[src/rtl/shf_if.sv]
// Handshake/data bundle between the LC-3b SHF datapath and shf_unit.
// Optional macro SHF_CC_EN adds the {n,z,p} condition-code bus cc.
interface shf_if #(
    parameter int WIDTH = 16,
    parameter int AMT_W = 4
);
    logic             start;
    logic [1:0]       mode;
    logic [AMT_W-1:0] amount;
    logic [WIDTH-1:0] in;
    logic             ready;
    logic             busy;
    logic             valid;
    logic [WIDTH-1:0] out;
`ifdef SHF_CC_EN
    logic [2:0]       cc;

    modport master (output start, mode, amount, in,
                    input  ready, busy, valid, out, cc);
    modport slave  (input  start, mode, amount, in,
                    output ready, busy, valid, out, cc);
`else
    modport master (output start, mode, amount, in,
                    input  ready, busy, valid, out);
    modport slave  (input  start, mode, amount, in,
                    output ready, busy, valid, out);
`endif
endinterface

[src/rtl/shf_unit.sv]
// Multi-cycle LSHF/RSHFL/RSHFA shifter, STEP bits per cycle, start/valid handshake.
// Optional macro SHF_CC_EN registers {n,z,p} of the result on bus.cc.
module shf_unit #(
    parameter int WIDTH = 16,
    parameter int AMT_W = 4,
    parameter int STEP  = 1
) (
    input logic  clk,
    input logic  rst_n,
    shf_if.slave bus
);
    typedef enum logic [1:0] {IDLE, SHIFT, DONE} state_t;

    localparam logic [1:0] MODE_LSHF  = 2'b00;
    localparam logic [1:0] MODE_RSHFL = 2'b01;
    localparam logic [1:0] MODE_RSV   = 2'b10;

    state_t           state;
    logic [WIDTH-1:0] work;
    logic [WIDTH-1:0] shifted;
    logic [WIDTH-1:0] out_q;
    logic [AMT_W-1:0] remaining;
    logic [AMT_W-1:0] k;
    logic [1:0]       mode_q;
    logic             sign;
    logic             ready_q;
    logic             busy_q;
    logic             valid_q;

    // Bits shifted this cycle: min(STEP, remaining); the cast only happens when STEP < remaining.
    always_comb begin
        // NOTE: every combinational output gets a default first so no latch is inferred.
        k = remaining;
        if (32'(remaining) > STEP) k = AMT_W'(STEP);
    end

    always_comb begin
        shifted = work;
        case (mode_q)
            MODE_LSHF:  shifted = work << k;
            MODE_RSHFL: shifted = work >> k;
            default:    shifted = (work >> k) | ({WIDTH{sign}} & ~({WIDTH{1'b1}} >> k));
        endcase
    end

`ifdef SHF_CC_EN
    logic [2:0] cc_q;

    function automatic logic [2:0] nzp(input logic [WIDTH-1:0] v);
        nzp = {v[WIDTH-1], v == '0, !v[WIDTH-1] && (v != '0)};
    endfunction

    assign bus.cc = cc_q;
`endif

    // NOTE: state registers use non-blocking assignments so every flop samples pre-edge values.
    always_ff @(posedge clk or negedge rst_n) begin
        if (!rst_n) begin
            state     <= IDLE;
            ready_q   <= 1'b1;
            busy_q    <= 1'b0;
            valid_q   <= 1'b0;
            out_q     <= '0;
            work      <= '0;
            remaining <= '0;
            mode_q    <= '0;
            sign      <= 1'b0;
`ifdef SHF_CC_EN
            cc_q      <= '0;
`endif
        end else begin
            case (state)
                IDLE: begin
                    if (bus.start) begin
                        work      <= bus.in;
                        mode_q    <= bus.mode;
                        remaining <= bus.amount;
                        sign      <= bus.in[WIDTH-1];
                        ready_q   <= 1'b0;
                        if (bus.amount == '0 || bus.mode == MODE_RSV) begin
                            // Pass-through: result is the operand itself.
                            out_q   <= bus.in;
`ifdef SHF_CC_EN
                            cc_q    <= nzp(bus.in);
`endif
                            valid_q <= 1'b1;
                            state   <= DONE;
                        end else begin
                            busy_q  <= 1'b1;
                            state   <= SHIFT;
                        end
                    end
                end
                SHIFT: begin
                    work      <= shifted;
                    remaining <= remaining - k;
                    if (remaining == k) begin
                        out_q   <= shifted;
`ifdef SHF_CC_EN
                        cc_q    <= nzp(shifted);
`endif
                        busy_q  <= 1'b0;
                        valid_q <= 1'b1;
                        state   <= DONE;
                    end
                end
                DONE: begin
                    valid_q <= 1'b0;
                    ready_q <= 1'b1;
                    state   <= IDLE;
                end
                default: begin
                    ready_q <= 1'b1;
                    busy_q  <= 1'b0;
                    valid_q <= 1'b0;
                    state   <= IDLE;
                end
            endcase
        end
    end

    assign bus.ready = ready_q;
    assign bus.busy  = busy_q;
    assign bus.valid = valid_q;
    assign bus.out   = out_q;
endmodule

[src/flat_wrapper.sv]
// flat-port wrapper written by rule: the top's interface ports become plain ports
module shf_unit_flat 
#(
    parameter int WIDTH = 16,
    parameter int AMT_W = 4,
    parameter int STEP  = 1
)
  (clk, rst_n, bus_start, bus_mode, bus_amount, bus_in, bus_ready, bus_busy, bus_valid, bus_out);
  shf_if #(.WIDTH(WIDTH), .AMT_W(AMT_W)) bus_i ();
  input logic clk;
  input logic rst_n;
  input wire logic [$bits(bus_i.start)-1:0] bus_start;
  input wire logic [$bits(bus_i.mode)-1:0] bus_mode;
  input wire logic [$bits(bus_i.amount)-1:0] bus_amount;
  input wire logic [$bits(bus_i.in)-1:0] bus_in;
  output wire logic [$bits(bus_i.ready)-1:0] bus_ready;
  output wire logic [$bits(bus_i.busy)-1:0] bus_busy;
  output wire logic [$bits(bus_i.valid)-1:0] bus_valid;
  output wire logic [$bits(bus_i.out)-1:0] bus_out;
  assign bus_i.start = bus_start;
  assign bus_i.mode = bus_mode;
  assign bus_i.amount = bus_amount;
  assign bus_i.in = bus_in;
  assign bus_ready = bus_i.ready;
  assign bus_busy = bus_i.busy;
  assign bus_valid = bus_i.valid;
  assign bus_out = bus_i.out;
  shf_unit #(.WIDTH(WIDTH), .AMT_W(AMT_W), .STEP(STEP)) u_core (.clk(clk), .rst_n(rst_n), .bus(bus_i));
endmodule
[config.mk]
export PLATFORM = sky130hd
export DESIGN_NAME = shf_unit_flat
export DESIGN_NICKNAME = d
export VERILOG_FILES = /design/src/rtl/shf_if.sv /design/src/rtl/shf_unit.sv /design/src/flat_wrapper.sv
export SDC_FILE = /design/constraint.sdc
export NUM_CORES = 1
export LEC_CHECK = 0
export CORE_AREA = 2 2 76 78
export CTS_BUF_LIST = sky130_fd_sc_hd__clkbuf_4
export CTS_CLUSTER_DIAMETER = 30
export DETAILED_ROUTE_END_ITERATION = 10
export DIE_AREA = 0 0 78 80
export PLACE_DENSITY_LB_ADDON = 0.2
export RECOVER_POWER = 50
export SETUP_SLACK_MARGIN = 0.4
export SLEW_MARGIN = 40
export SYNTH_ARGS = -nofsm -noshare
export SYNTH_HDL_FRONTEND = slang
export SYNTH_SLANG_ARGS = --single-unit
[constraint.sdc]
create_clock -name clk -period 4.57 [get_ports clk]
set_input_delay 0.914 -clock clk [delete_from_list [all_inputs] [get_ports clk]]
set_output_delay 0.914 -clock clk [all_outputs]
set_load 0.05 [all_outputs]
==> results.yml <==
run_status:
  status: "finished with violations"
  violations: "capacitance limit, slew limit"
drt:
  wire_per_inst_um: 15.2
  route.vias.total: 1695
  drt-total-wl_um: 4900
  first_pass_iters: 5
  detailedRoute.firstIterationViolations: 167
  drc: 0
  vias_per_cell: 5.26
  postRouteAntennaNets: 0
die:
  dieArea_um2: 6240
  rows: 27
  die_h_um: 80
  core_um2: 5410
  die_w_um: 78
  ioPinCount: 44
  initial_utilization_pct: 43.9
sta:
  final-max-slew-violation-count: 45
  fin_setup_tns_ns: 0
  worstMarginPinSlew_ns: 2.38
  setup_ws_ns: 1.66
  fin_skew_ns: 0.0135
  rsz0062_at_grt: "no"
  finalSetupViolations: 0
  hold_viol: 0
  max_slew_margin_pct: -58.6
  finalCritPeriodShare_pct: 63.6
  max_freq_mhz: 344
  period_minus_slack_ns: 2.91
pwr:
  intPower_uw: 1290
  p_per_area_nw_per_um2: 808
  combPwrFrac_pct: 54.2
  p_clk_share_pct: 13.2
  swShare_pct: 44.3
  power_frac_seq_pct: 32.5
  p_switching_uw: 1030
  vdd_drop_max_v: 0.000343
  p_leak_uw: 0.00119
hold_path:
  holdPathEnd: "u_core.bus.ready$_DFFE_PN1P_"
  worstHoldStart: "u_core.bus.ready$_DFFE_PN1P_"
  holdCritPathClass: "reg2reg"
  holdPathStages: 2
logic_synthesis:
  netlist_instances: 210
  ys_ff_latch: 44
  ys_warn_count: 0
  synth_fp_nets: 236
  yosysSeqAreaShare_pct: 46.5
  synth_edf_count: 0
  avgSynthCellArea_um2: 11.3
  syn_area_um2: 2370
  yosys.cell_types.count: 42
  synth-main-ff-cell: "dfrtp_1"
  async_flop_share_pct: 100
cts:
  cts_root_buf: "clkbuf_4"
  htree_levels: 2
  postCtsHoldBufs: 0
  tritoncts: "built"
  cts.sinks: 44
  clockBufferDepth: 2
  cts_post_setup_buffers_inserted: 0
  cts_buffers: 5
  ctsResizeCount: 0
  path_clk_slew_ns: 0.13
  clk-insertion-delay-late_ns: 0.36
global_route:
  antenna_found_initial: 0
  grt_max_degree: 45
  grt_overflow: 0
  grt_pass1_vias: 1660
  grtUsageTotal_pct: 16.7
  grt_pass1_wl_um: 8220
final_layout:
  layout.nets: 275
  syn_to_final_growth_pct: 21.4
  diodes: 0
  drive_gt1_share_pct: 14.0
  num-fill-cells: 487
critical_path:
  critPathCaptureType: "flop"
  timing.rr.start: "u_core.state[0]$_DFFE_PN0P_"
  critPathRequiredTime_ns: 4.83
  worstReg2RegEnd: "u_core.remaining[2]$_DFFE_PN0P_"
  crit_path_max_fanout: 19
  startpoint_type: "primary input"
  reg2reg_slack_ns: 2.23
  r2r_cells: 4
  cp.arrival_ns: 3.17
  worst-setup-path-type: "in2reg"
place:
  portBuffers: 43
  place_ws_ns: 1.56
  hpwl_um: 3250
  gp_routability_congestion: 0.824
run:
  drv_cap: 1
power groups by stage:
| stage | combinational (uW) | clock [uW] | sequential (uW) |
|---|---|---|---|
| after CTS | 1280 | 315 | 757 |
| after detailed placement | 1270 | 0 | 764 |
| after global routing | 1370 | 329 | 784 |
| after global placement | 1270 | 0 | 760 |
| final | 1260 | 308 | 757 |
| after floorplan | 770 | 0 | 976 |
cells by family (layout without fill, tap and decap cells):
kind of cell               after synthesis  after routing  share of synthesized area (%)
buffers and inverters                   30             70                           7.44
adders and majority gates                1              1                          0.528
AOI/OAI and AO/OA                       50             50                           16.4
and+or+nand+nor                         50             50                           12.2
muxes                                   35             35                           16.9
DFF                                     44             44                           46.5
synth_stat cells (2+ instances only):
cell type   n  area share (%)
a211oi_1    2            0.63
a21oi_1     2            0.42
a221o_1     2            0.84
a221oi_1    2            0.74
a221oi_2    4             2.5
a222oi_1    8             3.4
a31oi_1     2            0.53
and2_1      7             1.8
buf_2       2            0.42
buf_6       6             2.8
clkbuf_1    3            0.47
dfrtp_1    43              45
inv_1      18             2.8
mux2_1      8             3.8
mux2_2      5             2.4
mux2_4      7             4.4
mux2i_1    15             6.3
nand2_1    18             2.8
nor2_1      8             1.3
nor2_2      2            0.53
nor2b_1     5             1.3
o21ai_0     2            0.42
o21ai_1    18             3.8
o21bai_1    2            0.63
or3b_2      2            0.74
worst max-delay path: stages:
cell and delay [ns]:
dlygate4sd3_1 0.58, o21bai_1 1.03, buf_4 0.39, nor2_1 0.07, o22a_1 0.18
metal layers:
metal	part of all wire (%)	track usage (%)	up-vias	wire length [um]
met5	0	0	-	0
met1	49	23.3	812	2410
met4	0.94	4.21	0	46
li1	-	-	828	-
met2	44	25.8	50	2160
met3	5.7	4.30	5	281
area by class of cell:
class / count / area [um2] / area share, %
sequential: 44 / 1100 / 38.3
multi-input combinational: 136 / 1080 / 37.6
timing repair buffer: 44 / 432 / 15.0
tap: 72 / 90.1 / 3.13
inverter: 18 / 67.6 / 2.35
clock inverter: 2 / 60.1 / 2.09
clock buffer: 6 / 45.0 / 1.56
per-stage QoR:
stage	total power [uW]	instances	instance area [um2]	utilization [%]	hold slack, ns
floorplan	1750	210	2370	-	0.458
global placement	2030	314	2790	51.6	0.480
detailed placement	2040	314	2790	51.6	0.472
CTS	2350	322	2900	53.6	0.492
global route	2480	322	2880	53.3	0.510
finish	2330	322	2880	53.3	0.485
cell usage in the layout (no fill, tap or decap), types with 6 or more instances in the layout:
| master | Yosys | routed |
|---|---|---|
| inv_1 | 18 | 18 |
| nor2_1 | 8 | 8 |
| o21ai_1 | 18 | 15 |
| and2_1 | 7 | 6 |
| o21ai_0 | 2 | 6 |
| mux2_4 | 7 | 7 |
| mux2_1 | 8 | 8 |
| clkbuf_4 | 0 | 6 |
| mux2i_1 | 15 | 15 |
| clkdlybuf4s50_1 | 0 | 40 |
| dfrtp_1 | 43 | 43 |
| nand2_1 | 18 | 18 |
| a222oi_1 | 8 | 8 |
worst max-delay path by stage:
stage,startpoint,end,cells after the start
finish,bus_start,u_core.remaining[2]$_DFFE_PN0P_,5
detailed placement,bus_amount[2],u_core.bus.out[13]$_DFFE_PN0P_,5
CTS,u_core.bus.ready$_DFFE_PN1P_,bus_ready,1
global route,rst_n,u_core.bus.out[8]$_DFFE_PN0P_,1
floorplan,bus_amount[2],u_core.bus.out[13]$_DFFE_PN0P_,4
global placement,bus_amount[2],u_core.bus.out[13]$_DFFE_PN0P_,5
flip-flops by register name (all words and copies together) (netlist names):
name	cells
u_core.bus.busy	1
u_core.mode_q	2
u_core.remaining	4
u_core.bus.valid	1
u_core.bus.out	16
u_core.bus.ready	1
u_core.sign	1
u_core.work	16
u_core.state	2
(Power assumes the default switching activity.)
